### config.mk
export PLATFORM = sky130hd
export DESIGN_NAME = mem_stage_req
export DESIGN_NICKNAME = d
export VERILOG_FILES = /design/src/rtl/mem_stage_req.sv
export SDC_FILE = /design/constraint.sdc
export NUM_CORES = 1
export LEC_CHECK = 0
export ABC_AREA = 1
export CAP_MARGIN = 20
export CELL_PAD_IN_SITES_DETAIL_PLACEMENT = 1
export CELL_PAD_IN_SITES_GLOBAL_PLACEMENT = 1
export CORE_MARGIN = 1.5
export CORE_UTILIZATION = 31
export DETAILED_ROUTE_END_ITERATION = 8
export PLACE_DENSITY = 0.78
export SLEW_MARGIN = 10
export SYNTH_ARGS = -nofsm -noshare
export SYNTH_HDL_FRONTEND = slang
export SYNTH_SLANG_ARGS = --single-unit
### constraint.sdc
create_clock -name clk -period 6.6 [get_ports clk]
set_input_delay 0.99 -clock clk [delete_from_list [all_inputs] [get_ports clk]]
set_output_delay 0.99 -clock clk [all_outputs]
set_load 0.02 [all_outputs]
### src/rtl/mem_stage_req.sv
`default_nettype none
// ============================================================================
//  Module      : mem_stage_req
//  Description : Memory-access pipeline stage (EX -> MEM -> WB). Holds one
//                op in its own stage register. Issues it on a split
//                req/addr_ok/data_ok data-SRAM bus and stalls until the
//                access completes. It builds the byte strobes and the
//                lane-replicated store data. It shifts and extends load data
//                so that WB receives the final register value. A flush
//                drops the held op. If a bus transaction is already
//                accepted, the stale response is drained and never
//                forwarded.
//
//  Ports       : clk, rst (async, active high)
//                flush                     - discard held op
//                in_*                      - upstream op + valid/ready
//                out_*                     - result to WB + valid/ready
//                data_sram_*               - split-transaction SRAM bus
//
//  Config      : MEM_ALE_EN - when defined, a misaligned half/word access
//                raises out_ex instead of issuing a bus request.
//
//  Revision    : 1.0  initial release
// ============================================================================
module mem_stage_req #(
    parameter int               ADDR_W   = 32,
    parameter int               DEST_W   = 5,
    parameter logic [ADDR_W-1:0] RESET_PC = ADDR_W'(32'h1c000000)
) (
    input  logic              clk,
    input  logic              rst,
    input  logic              flush,

    input  logic              in_valid,
    output logic              in_ready,
    input  logic [ADDR_W-1:0] in_pc,
    input  logic [ADDR_W-1:0] in_alu_result,
    input  logic [7:0]        in_op,
    input  logic              in_gr_we,
    input  logic [DEST_W-1:0] in_dest,
    input  logic [31:0]       in_st_data,

    output logic              out_valid,
    input  logic              out_ready,
    output logic [ADDR_W-1:0] out_pc,
    output logic [31:0]       out_wb_data,
    output logic              out_gr_we,
    output logic [DEST_W-1:0] out_dest,
    output logic              out_ex,

    output logic              data_sram_req,
    output logic              data_sram_wr,
    output logic [1:0]        data_sram_size,
    output logic [3:0]        data_sram_wstrb,
    output logic [ADDR_W-1:0] data_sram_addr,
    output logic [31:0]       data_sram_wdata,
    input  logic              data_sram_addr_ok,
    input  logic              data_sram_data_ok,
    input  logic [31:0]       data_sram_rdata
);

    // One-hot op bit positions
    localparam int c_LB  = 0;
    localparam int c_LH  = 1;
    localparam int c_LW  = 2;
    localparam int c_LBU = 3;
    localparam int c_LHU = 4;
    localparam int c_SB  = 5;
    localparam int c_SH  = 6;
    localparam int c_SW  = 7;

    typedef enum logic [2:0] {
        S_IDLE   = 3'd0,
        S_REQ    = 3'd1,
        S_WAIT   = 3'd2,
        S_DONE   = 3'd3,
        S_CANCEL = 3'd4
    } state_t;

    state_t              r_state;
    state_t              w_state_next;

    logic                r_valid;
    logic [ADDR_W-1:0]   r_pc;
    logic [ADDR_W-1:0]   r_alu;
    logic [7:0]          r_op;
    logic                r_gr_we;
    logic [DEST_W-1:0]   r_dest;
    logic [31:0]         r_st_data;
    logic [31:0]         r_rdata;

    logic                w_mem;
    logic                w_in_mem;
    logic                w_ale;
    logic                w_in_ale;
    logic                w_ready_go;
    logic                w_load;
    logic                w_in_issue;
    logic                w_capture;
    logic [31:0]         w_shifted;
    logic [31:0]         w_load_data;
    logic                w_is_load;

    // ------------------------------------------------------------------
    // Alignment exception detection
    // ------------------------------------------------------------------
`ifdef MEM_ALE_EN
    function automatic logic f_misaligned(input logic [7:0] op, input logic [1:0] a);
        return ((op[c_LH] | op[c_LHU] | op[c_SH]) & a[0])
             | ((op[c_LW] | op[c_SW]) & (a != 2'b00));
    endfunction
    assign w_in_ale = f_misaligned(in_op, in_alu_result[1:0]);
    assign w_ale    = f_misaligned(r_op, r_alu[1:0]);
`else
    assign w_in_ale = 1'b0;
    assign w_ale    = 1'b0;
`endif

    assign w_mem    = |r_op;
    assign w_in_mem = |in_op;

    // A trapping op never reaches the bus, so it completes like a non-mem op.
    assign w_ready_go = r_valid & (~w_mem | w_ale | (r_state == S_DONE));

    // A flush cycle accepts nothing, so a wrong-path op cannot slip in on
    // the same edge that discards the held one. CANCEL keeps the stage
    // closed until the orphaned response has drained.
    assign in_ready   = (r_state != S_CANCEL) & ~flush
                      & (~r_valid | (w_ready_go & out_ready));
    assign w_load     = in_valid & in_ready;
    assign w_in_issue = w_load & w_in_mem & ~w_in_ale;
    assign out_valid  = r_valid & w_ready_go & ~flush;

    // Response is captured whenever it belongs to a live (non-cancelled) op.
    assign w_capture  = data_sram_data_ok
                      & (((r_state == S_REQ) & data_sram_addr_ok) | (r_state == S_WAIT));

    // ------------------------------------------------------------------
    // FSM next state
    // ------------------------------------------------------------------
    always_comb begin
        w_state_next = r_state;
        case (r_state)
            S_IDLE: begin
                if (w_in_issue) w_state_next = S_REQ;
            end
            S_REQ: begin
                if (data_sram_addr_ok) begin
                    if (data_sram_data_ok) w_state_next = flush ? S_IDLE : S_DONE;
                    else                   w_state_next = flush ? S_CANCEL : S_WAIT;
                end else if (flush) begin
                    w_state_next = S_IDLE;
                end
            end
            S_WAIT: begin
                if (data_sram_data_ok) w_state_next = flush ? S_IDLE : S_DONE;
                else if (flush)        w_state_next = S_CANCEL;
            end
            S_DONE: begin
                if (flush)          w_state_next = S_IDLE;
                else if (out_ready) w_state_next = w_in_issue ? S_REQ : S_IDLE;
            end
            S_CANCEL: begin
                if (data_sram_data_ok) w_state_next = S_IDLE;
            end
            default: w_state_next = S_IDLE;
        endcase
    end

    // ------------------------------------------------------------------
    // State and stage registers
    // ------------------------------------------------------------------
    always_ff @(posedge clk or posedge rst) begin
        if (rst) begin
            r_state   <= S_IDLE;
            r_valid   <= 1'b0;
            r_pc      <= RESET_PC;
            r_alu     <= '0;
            r_op      <= '0;
            r_gr_we   <= 1'b0;
            r_dest    <= '0;
            r_st_data <= '0;
            r_rdata   <= '0;
        end else begin
            r_state <= w_state_next;

            if (flush)                          r_valid <= 1'b0;
            else if (w_load)                    r_valid <= 1'b1;
            else if (w_ready_go & out_ready)    r_valid <= 1'b0;

            if (w_load) begin
                r_pc      <= in_pc;
                r_alu     <= in_alu_result;
                r_op      <= in_op;
                r_gr_we   <= in_gr_we;
                r_dest    <= in_dest;
                r_st_data <= in_st_data;
            end

            if (w_capture) r_rdata <= data_sram_rdata;
        end
    end

    // ------------------------------------------------------------------
    // Bus request fields (stable while in REQ because the stage is held)
    // ------------------------------------------------------------------
    assign data_sram_req  = (r_state == S_REQ);
    assign data_sram_addr = r_alu;
    assign data_sram_wr   = r_op[c_SB] | r_op[c_SH] | r_op[c_SW];

    always_comb begin
        data_sram_size = 2'd0;
        if (r_op[c_SH] | r_op[c_LH] | r_op[c_LHU]) data_sram_size = 2'd1;
        if (r_op[c_SW] | r_op[c_LW])               data_sram_size = 2'd2;
    end

    always_comb begin
        data_sram_wstrb = 4'b0000;
        data_sram_wdata = r_st_data;
        if (r_op[c_SB]) begin
            data_sram_wstrb = 4'b0001 << r_alu[1:0];
            data_sram_wdata = {4{r_st_data[7:0]}};
        end else if (r_op[c_SH]) begin
            data_sram_wstrb = 4'b0011 << r_alu[1:0];
            data_sram_wdata = {2{r_st_data[15:0]}};
        end else if (r_op[c_SW]) begin
            data_sram_wstrb = 4'b1111;
        end
    end

    // ------------------------------------------------------------------
    // Load alignment / extension and writeback mux
    // ------------------------------------------------------------------
    assign w_shifted = r_rdata >> {r_alu[1:0], 3'b000};
    assign w_is_load = r_op[c_LB] | r_op[c_LH] | r_op[c_LW] | r_op[c_LBU] | r_op[c_LHU];

    always_comb begin
        w_load_data = w_shifted;
        if (r_op[c_LB])       w_load_data = {{24{w_shifted[7]}},  w_shifted[7:0]};
        else if (r_op[c_LH])  w_load_data = {{16{w_shifted[15]}}, w_shifted[15:0]};
        else if (r_op[c_LBU]) w_load_data = {24'd0, w_shifted[7:0]};
        else if (r_op[c_LHU]) w_load_data = {16'd0, w_shifted[15:0]};
    end

    // On an alignment trap the writeback value carries the bad address.
    assign out_wb_data = (w_is_load & ~w_ale) ? w_load_data : 32'(r_alu);
    assign out_pc      = r_pc;
    assign out_dest    = r_dest;
    assign out_ex      = r_valid & w_ale;
    assign out_gr_we   = r_gr_we & ~out_ex;

endmodule
`default_nettype wire
=== Word-level counts from Yosys, hierarchy flattened ===
Cells that the tools add are included.

* Muxes and demuxes: 28
* Equality and inequality tests: 10
* Shift-type cells: 3
* Reductions and logical operators: 5
* Bitwise gates (word level): 25

{| class="wikitable"
|+ Operators with widths
! cell !! number
|-
| $mux W32 || 7
|-
| $shr A32 B5 Y32 || 1
|-
| $mux W3 || 10
|-
| $reduce_or A8 Y1 || 2
|-
| $pmux W3 S5 || 1
|-
| $mux W4 || 3
|-
| $or A1 B1 Y1 || 12
|-
| $and A1 B1 Y1 || 10
|-
| $ne A3 B3 Y1 const B || 3
|-
| $eq A3 B2 Y1 const B || 2
|-
| $mux W1 || 5
|-
| $reduce_and A5 Y1 || 1
|-
| $mux W2 || 2
|-
| $ne A2 B2 Y1 const B || 2
|-
| $shl A1 B2 Y4 const A || 1
|-
| $shl A2 B2 Y4 const A || 1
|-
| $eq A3 B1 Y1 const B || 1
|-
| $eq A3 B3 Y1 const B || 1
|-
| $logic_not A3 Y1 || 1
|-
| $ne A3 B2 Y1 const B || 1
|-
| $not A1 Y1 || 3
|-
| $reduce_bool A3 Y1 || 1
|}

* Bits in registers: 146
* Input port bits: 149
* Logic and storage cells: 80
* Output and inout bits: 145

=== Depth between registers and ports, before layout ===
* Depth in word-level cells: 13
* Depth in mapped cells: 12
* Gate-level depth less buffers: 10

=== Worst setup path after synthesis ===
OpenSTA, ideal clock, no wires.

* Path kind: reg-to-output
* Start: register r_alu[1], in the netlist data_sram_addr[1]
* End: output out_wb_data[21]
* Data arrival time: 1,904 ps
* Cell stages (with the launch flop): 10
* Setup slack: 3,706 ps
* Required time: 5,610 ps
* Buffers on the path: 3
* Path through: dfrtp_1 buf_2 inv_2 buf_2 o21ai_0 nand2_1 clkbuf_1 o21ai_0 nand2_1 a21oi_1

* Cells in the longest elaborated chain, start to end: 6

{| class="wikitable"
|+ RTL lines
! item !! RTL line !! RTL
|-
| start, declared || 85 || <nowiki>logic [ADDR_W-1:0] r_alu;</nowiki>
|-
| start signal, assigned || 193 || <nowiki>r_alu <= in_alu_result;</nowiki>
|-
| $shr A32 B5 Y32 * || 234 || <nowiki>assign w_shifted = r_rdata >> {r_alu[1:0], 3'b000};</nowiki>
|-
| $mux W32 || 242 || <nowiki>else if (r_op[c_LHU]) w_load_data = {16'd0, w_shifted[15:0]};</nowiki>
|-
| $mux W32 || 241 || <nowiki>else if (r_op[c_LBU]) w_load_data = {24'd0, w_shifted[7:0]};</nowiki>
|-
| $mux W32 || 240 || <nowiki>else if (r_op[c_LH]) w_load_data = {{16{w_shifted[15]}}, w_shifted[15:0]};</nowiki>
|-
| $mux W32 * || 239 || <nowiki>if (r_op[c_LB]) w_load_data = {{24{w_shifted[7]}}, w_shifted[7:0]};</nowiki>
|-
| $mux W32 * || 246 || <nowiki>assign out_wb_data = (w_is_load & ~w_ale) ? w_load_data : 32'(r_alu);</nowiki>
|-
| end, declared || 46 || <nowiki>output logic [31:0] out_wb_data,</nowiki>
|}

Mark *: on every way between the ends. The rest lies on a longest branch, timed or not.

=== Worst setup path in the final report ===
* Start: register r_op[5]
* End: output in_ready

* Cells in the longest elaborated chain, start to end: 7

{| class="wikitable"
|+ RTL lines
! item !! RTL line !! RTL
|-
| start, declared || 86 || <nowiki>logic [7:0] r_op;</nowiki>
|-
| start signal, assigned || 194 || <nowiki>r_op <= in_op;</nowiki>
|-
| $reduce_or A8 Y1 || 119 || <nowiki>assign w_mem = |r_op;</nowiki>
|-
| $not A1 Y1 || 123 || <nowiki>assign w_ready_go = r_valid & (~w_mem | w_ale | (r_state == S_DONE));</nowiki>
|-
| $or A1 B1 Y1 || 123 ||
|-
| $and A1 B1 Y1 || 123 ||
|-
| $and A1 B1 Y1 || 129 || <nowiki>& (~r_valid | (w_ready_go & out_ready));</nowiki>
|-
| $or A1 B1 Y1 || 129 ||
|-
| $and A1 B1 Y1 || 129 ||
|-
| end, declared || 35 || <nowiki>output logic in_ready,</nowiki>
|}

No other way between the ends.

==> summary.md <==
| Metric | Value |
|---|---|
| Cell Count, Final, Fillers Out | `1527` |
| Post-synth ARST share | `1.00` |
| Max incr delay on CP | `0.72 ns` |
| Yosys warns | `0` |
| Chip Height | `158 um` |
| Setup TNS | `0 ns` |
| Synthesized area | `7450 um2` |
| Synth top area cells | `dfrtp_1 (48%), nand2_1 (14%), nand3_1 (5.9%)` |
| Total track usage | `0.222` |
| Final Cycle Share | `0.749` |
| Delay-heaviest family, CP | `simple AND/OR/NAND/NOR gates` |
| Number of routed nets with antenna violations | `0` |
| Vias | `7327` |
| Synth Net Count | `1096` |
| Crit path arrival time | `3.95 ns` |
| Clk sinks | `146` |
| CP cell instances | `nor2_4, nand2_1, o21ai_2, nand2_1, nand2_1, nand2_1, nor2_4, buf_4, clkdlybuf4s50_1` |
| Reg2Reg Depth | `12` |
| Startpoint types | `flip-flop` |
| Clk buf depth | `2` |
| 1st-pass router iterations | `5` |
| Critical path buffer and inverter count | `2` |
| Post-synth top area cell | `dfrtp_1` |
| RSZ-0062 raised after global routing | `no` |
| LEAKAGE | `5.10 nW` |
| Mean post-synth cell area | `7.90 um2` |
| Worst Setup SP | `r_op[5]` |
| Critical Path End | `in_ready` |
| Synth Instances | `943` |
| Reg2Reg Launch Point | `r_op[5]` |
| Most frequent CP cell | `nand2_1` |
| FF-to-FF End | `data_sram_addr[30]` |
| Worst-path clk slew | `0.07 ns` |
| Max-slew violation count | `0` |
| Die area | `25000 um2` |
| Layout cell share with drive strength beyond 1 | `0.0813` |
| Max-cap violations | `0` |
| Area growth syn-to-layout | `48.2%` |
| Slowest-stage cell, CP | `clkdlybuf4s50_1` |
| DRC | `0` |
| Pwr Total | `5.13 mW` |
| Period minus WS final | `4.94 ns` |
| Initial antenna violation count | `2` |
| Fmax | `0.202 GHz` |
| Final setup vio count | `0` |
| Post-route cell area | `11000 um2` |
| Placed Cells | `1492` |
| Peak supply drop | `171 uV` |
| Hold_buf cts | `0` |
| Sequential share of the synthesized area | `0.491` |
| Die width | `158 um` |
| Grt total ovfl | `0` |
| Largest net degree at the start of global routing | `90` |
| H-Tree Depth | `4` |
| Synthesis-stage register bit count | `146` |
| CTS resizes | `0` |
| Starting DRT DRC Count | `400` |
| Worst-Margin Slew | `1.03 ns` |
| Root buf cell | `clkbuf_16` |
| Area share of the largest cell type after synthesis | `0.481` |
| Vias in the first global route | `7498` |
| Final core utilization | `0.469` |
| Initial core utilization | `0.316` |
| Layout Nets | `1345` |
| Number of flops mapped to enable cells by yosys | `0` |
| Vias/cell | `4.80` |
| Core area | `23500 um2` |
| WP depth | `9` |
| CTS tree | `yes` |
| Outcome | `finished clean` |
| Primary FF master, synth | `dfrtp_1` |
| Post-CTS Setup Inserts | `0` |
| Clk_skew | `0.0196 ns` |
| Filler Cells Inserted | `2870` |
| Fin. Hold Viols | `0` |
| Global-route wire length before repair | `42.3 mm` |
| Routed len/inst | `18.1 um` |
| PwrDens | `465 nW/um2` |
| Gpl congestion | `0.869` |
| Reg-to-reg setup timing slack | `2.60 ns` |
| Crit path kind | `reg2out` |
| Nature of the critical path endpoint | `primary output` |
| Placed inst area | `10400 um2` |
| Setup slack after layout | `1.66 ns` |
| Port Buf Inserts | `292` |
| Rows | `56` |
| DP HPWL | `20.4 mm` |
| CP Data Required Time | `5.61 ns` |
| Post-Route WL | `27.6 mm` |
| Largest fanout on the critical path | `57` |
| CTS buffer count | `17` |
| Placement Setup Slack | `1.89 ns` |
| Rel. slew slack | `0.312` |
| Distinct cells, synth | `31` |
| I/O pin total | `294` |
| WHS | `0.470 ns` |
| Clk Latency, worst-skew pair | `0.43 ns` |
| Min-delay worst type | `reg2reg` |
cell usage after synthesis (2+ instances only):
master and count:
nor2_1 81, clkbuf_1 26, buf_4 12, o21ai_0 81, o211ai_1 14, o21bai_1 2, buf_1 4, o21ai_1 4
buf_6 9, buf_2 20, nor2_2 11, inv_1 62, a21oi_2 22, nand4_1 2, a21oi_1 50, ha_1 4
mux2_2 15, nor3_1 4, nand3_1 88, dfstp_2 3, dfrtp_1 143, nand2_1 277
power by group:
| group | switching (mW) | internal [mW] | leakage (nW) | total, mW |
|---|---|---|---|---|
| Combinational | 1.51 | 1.13 | 3.09 | 2.65 |
| Clock | 0.462 | 0.508 | 0.282 | 0.970 |
| Sequential | 0.283 | 1.23 | 1.74 | 1.51 |
| Total | 2.26 | 2.87 | 5.10 | 5.13 |
flip-flops by register name, summed over array words and instances, names as in the netlist:
register,flops
out_gr_we,1
r_st_data,32
out_dest,5
r_state,3
r_valid,1
data_sram_addr,32
r_rdata,32
r_op,8
out_pc,32
worst min path at each step:
stage,slack (ns),cells after the start,endpoint,startpoint
final,0.47,2,out_pc[26],out_pc[26]
after detailed placement,0.46,2,out_pc[30],out_pc[30]
after global routing,0.50,2,out_pc[12],out_pc[12]
after global placement,0.45,2,out_pc[21],out_pc[21]
after floorplan,0.44,2,r_st_data[16],r_st_data[16]
after CTS,0.47,2,out_pc[28],out_pc[28]
placed cells by master, fill, tap and decap left out, types with 10 or more instances in the layout:
cell type        synthesis  final
nand2_1                277    276
clkbuf_16                0     17
o211ai_1                14     14
a21oi_1                 50     50
clkdlybuf4s50_1          0    291
mux2_2                  15     15
o21ai_0                 81     81
dfrtp_1                143    143
inv_1                   62     61
nand3_1                 88     88
nor2_2                  11     10
nor2_1                  81     81
a21oi_2                 22     22
worst reg2reg max path: cells and delay by family, from the launching register on:
family / cells / cell delay [ns]
compound gates: 1 / 0.17
simple gates: 9 / 2.31
flops: 1 / 0.61
buf+inv: 2 / 0.82
layout make-up:
type | instances | area (um2) | area share
Inverter | 64 | 245 | 0.0222
Tap cell | 319 | 399 | 0.0362
Multi-Input combinational cell | 662 | 3160 | 0.286
Sequential cell | 146 | 3660 | 0.331
Timing Repair Buffer | 301 | 2990 | 0.270
Antenna cell | 3 | 7.51 | 0.000680
Clock inverter | 15 | 161 | 0.0146
Clock buffer | 17 | 425 | 0.0385
layer usage:
layer | up-vias | global-route usage | part of all wire
met1 | 3575 | 0.302 | 0.45
li1 | 3546 | - | -
met5 | - | 0 | 0
met4 | 0 | 0.0734 | 0.021
met2 | 179 | 0.356 | 0.48
met3 | 27 | 0.0433 | 0.051
logic make-up after synthesis:
logic type | Yosys count | synth area share
other | 1 | 0.000504
muxes | 15 | 0.0227
adders and majority gates | 4 | 0.00672
DFF | 146 | 0.491
and+or+nand+nor | 464 | 0.255
buffers and inverters | 135 | 0.0865
AOI/OAI and AO/OA | 178 | 0.138
No activity file was read; power rests on OpenSTA's default activity.
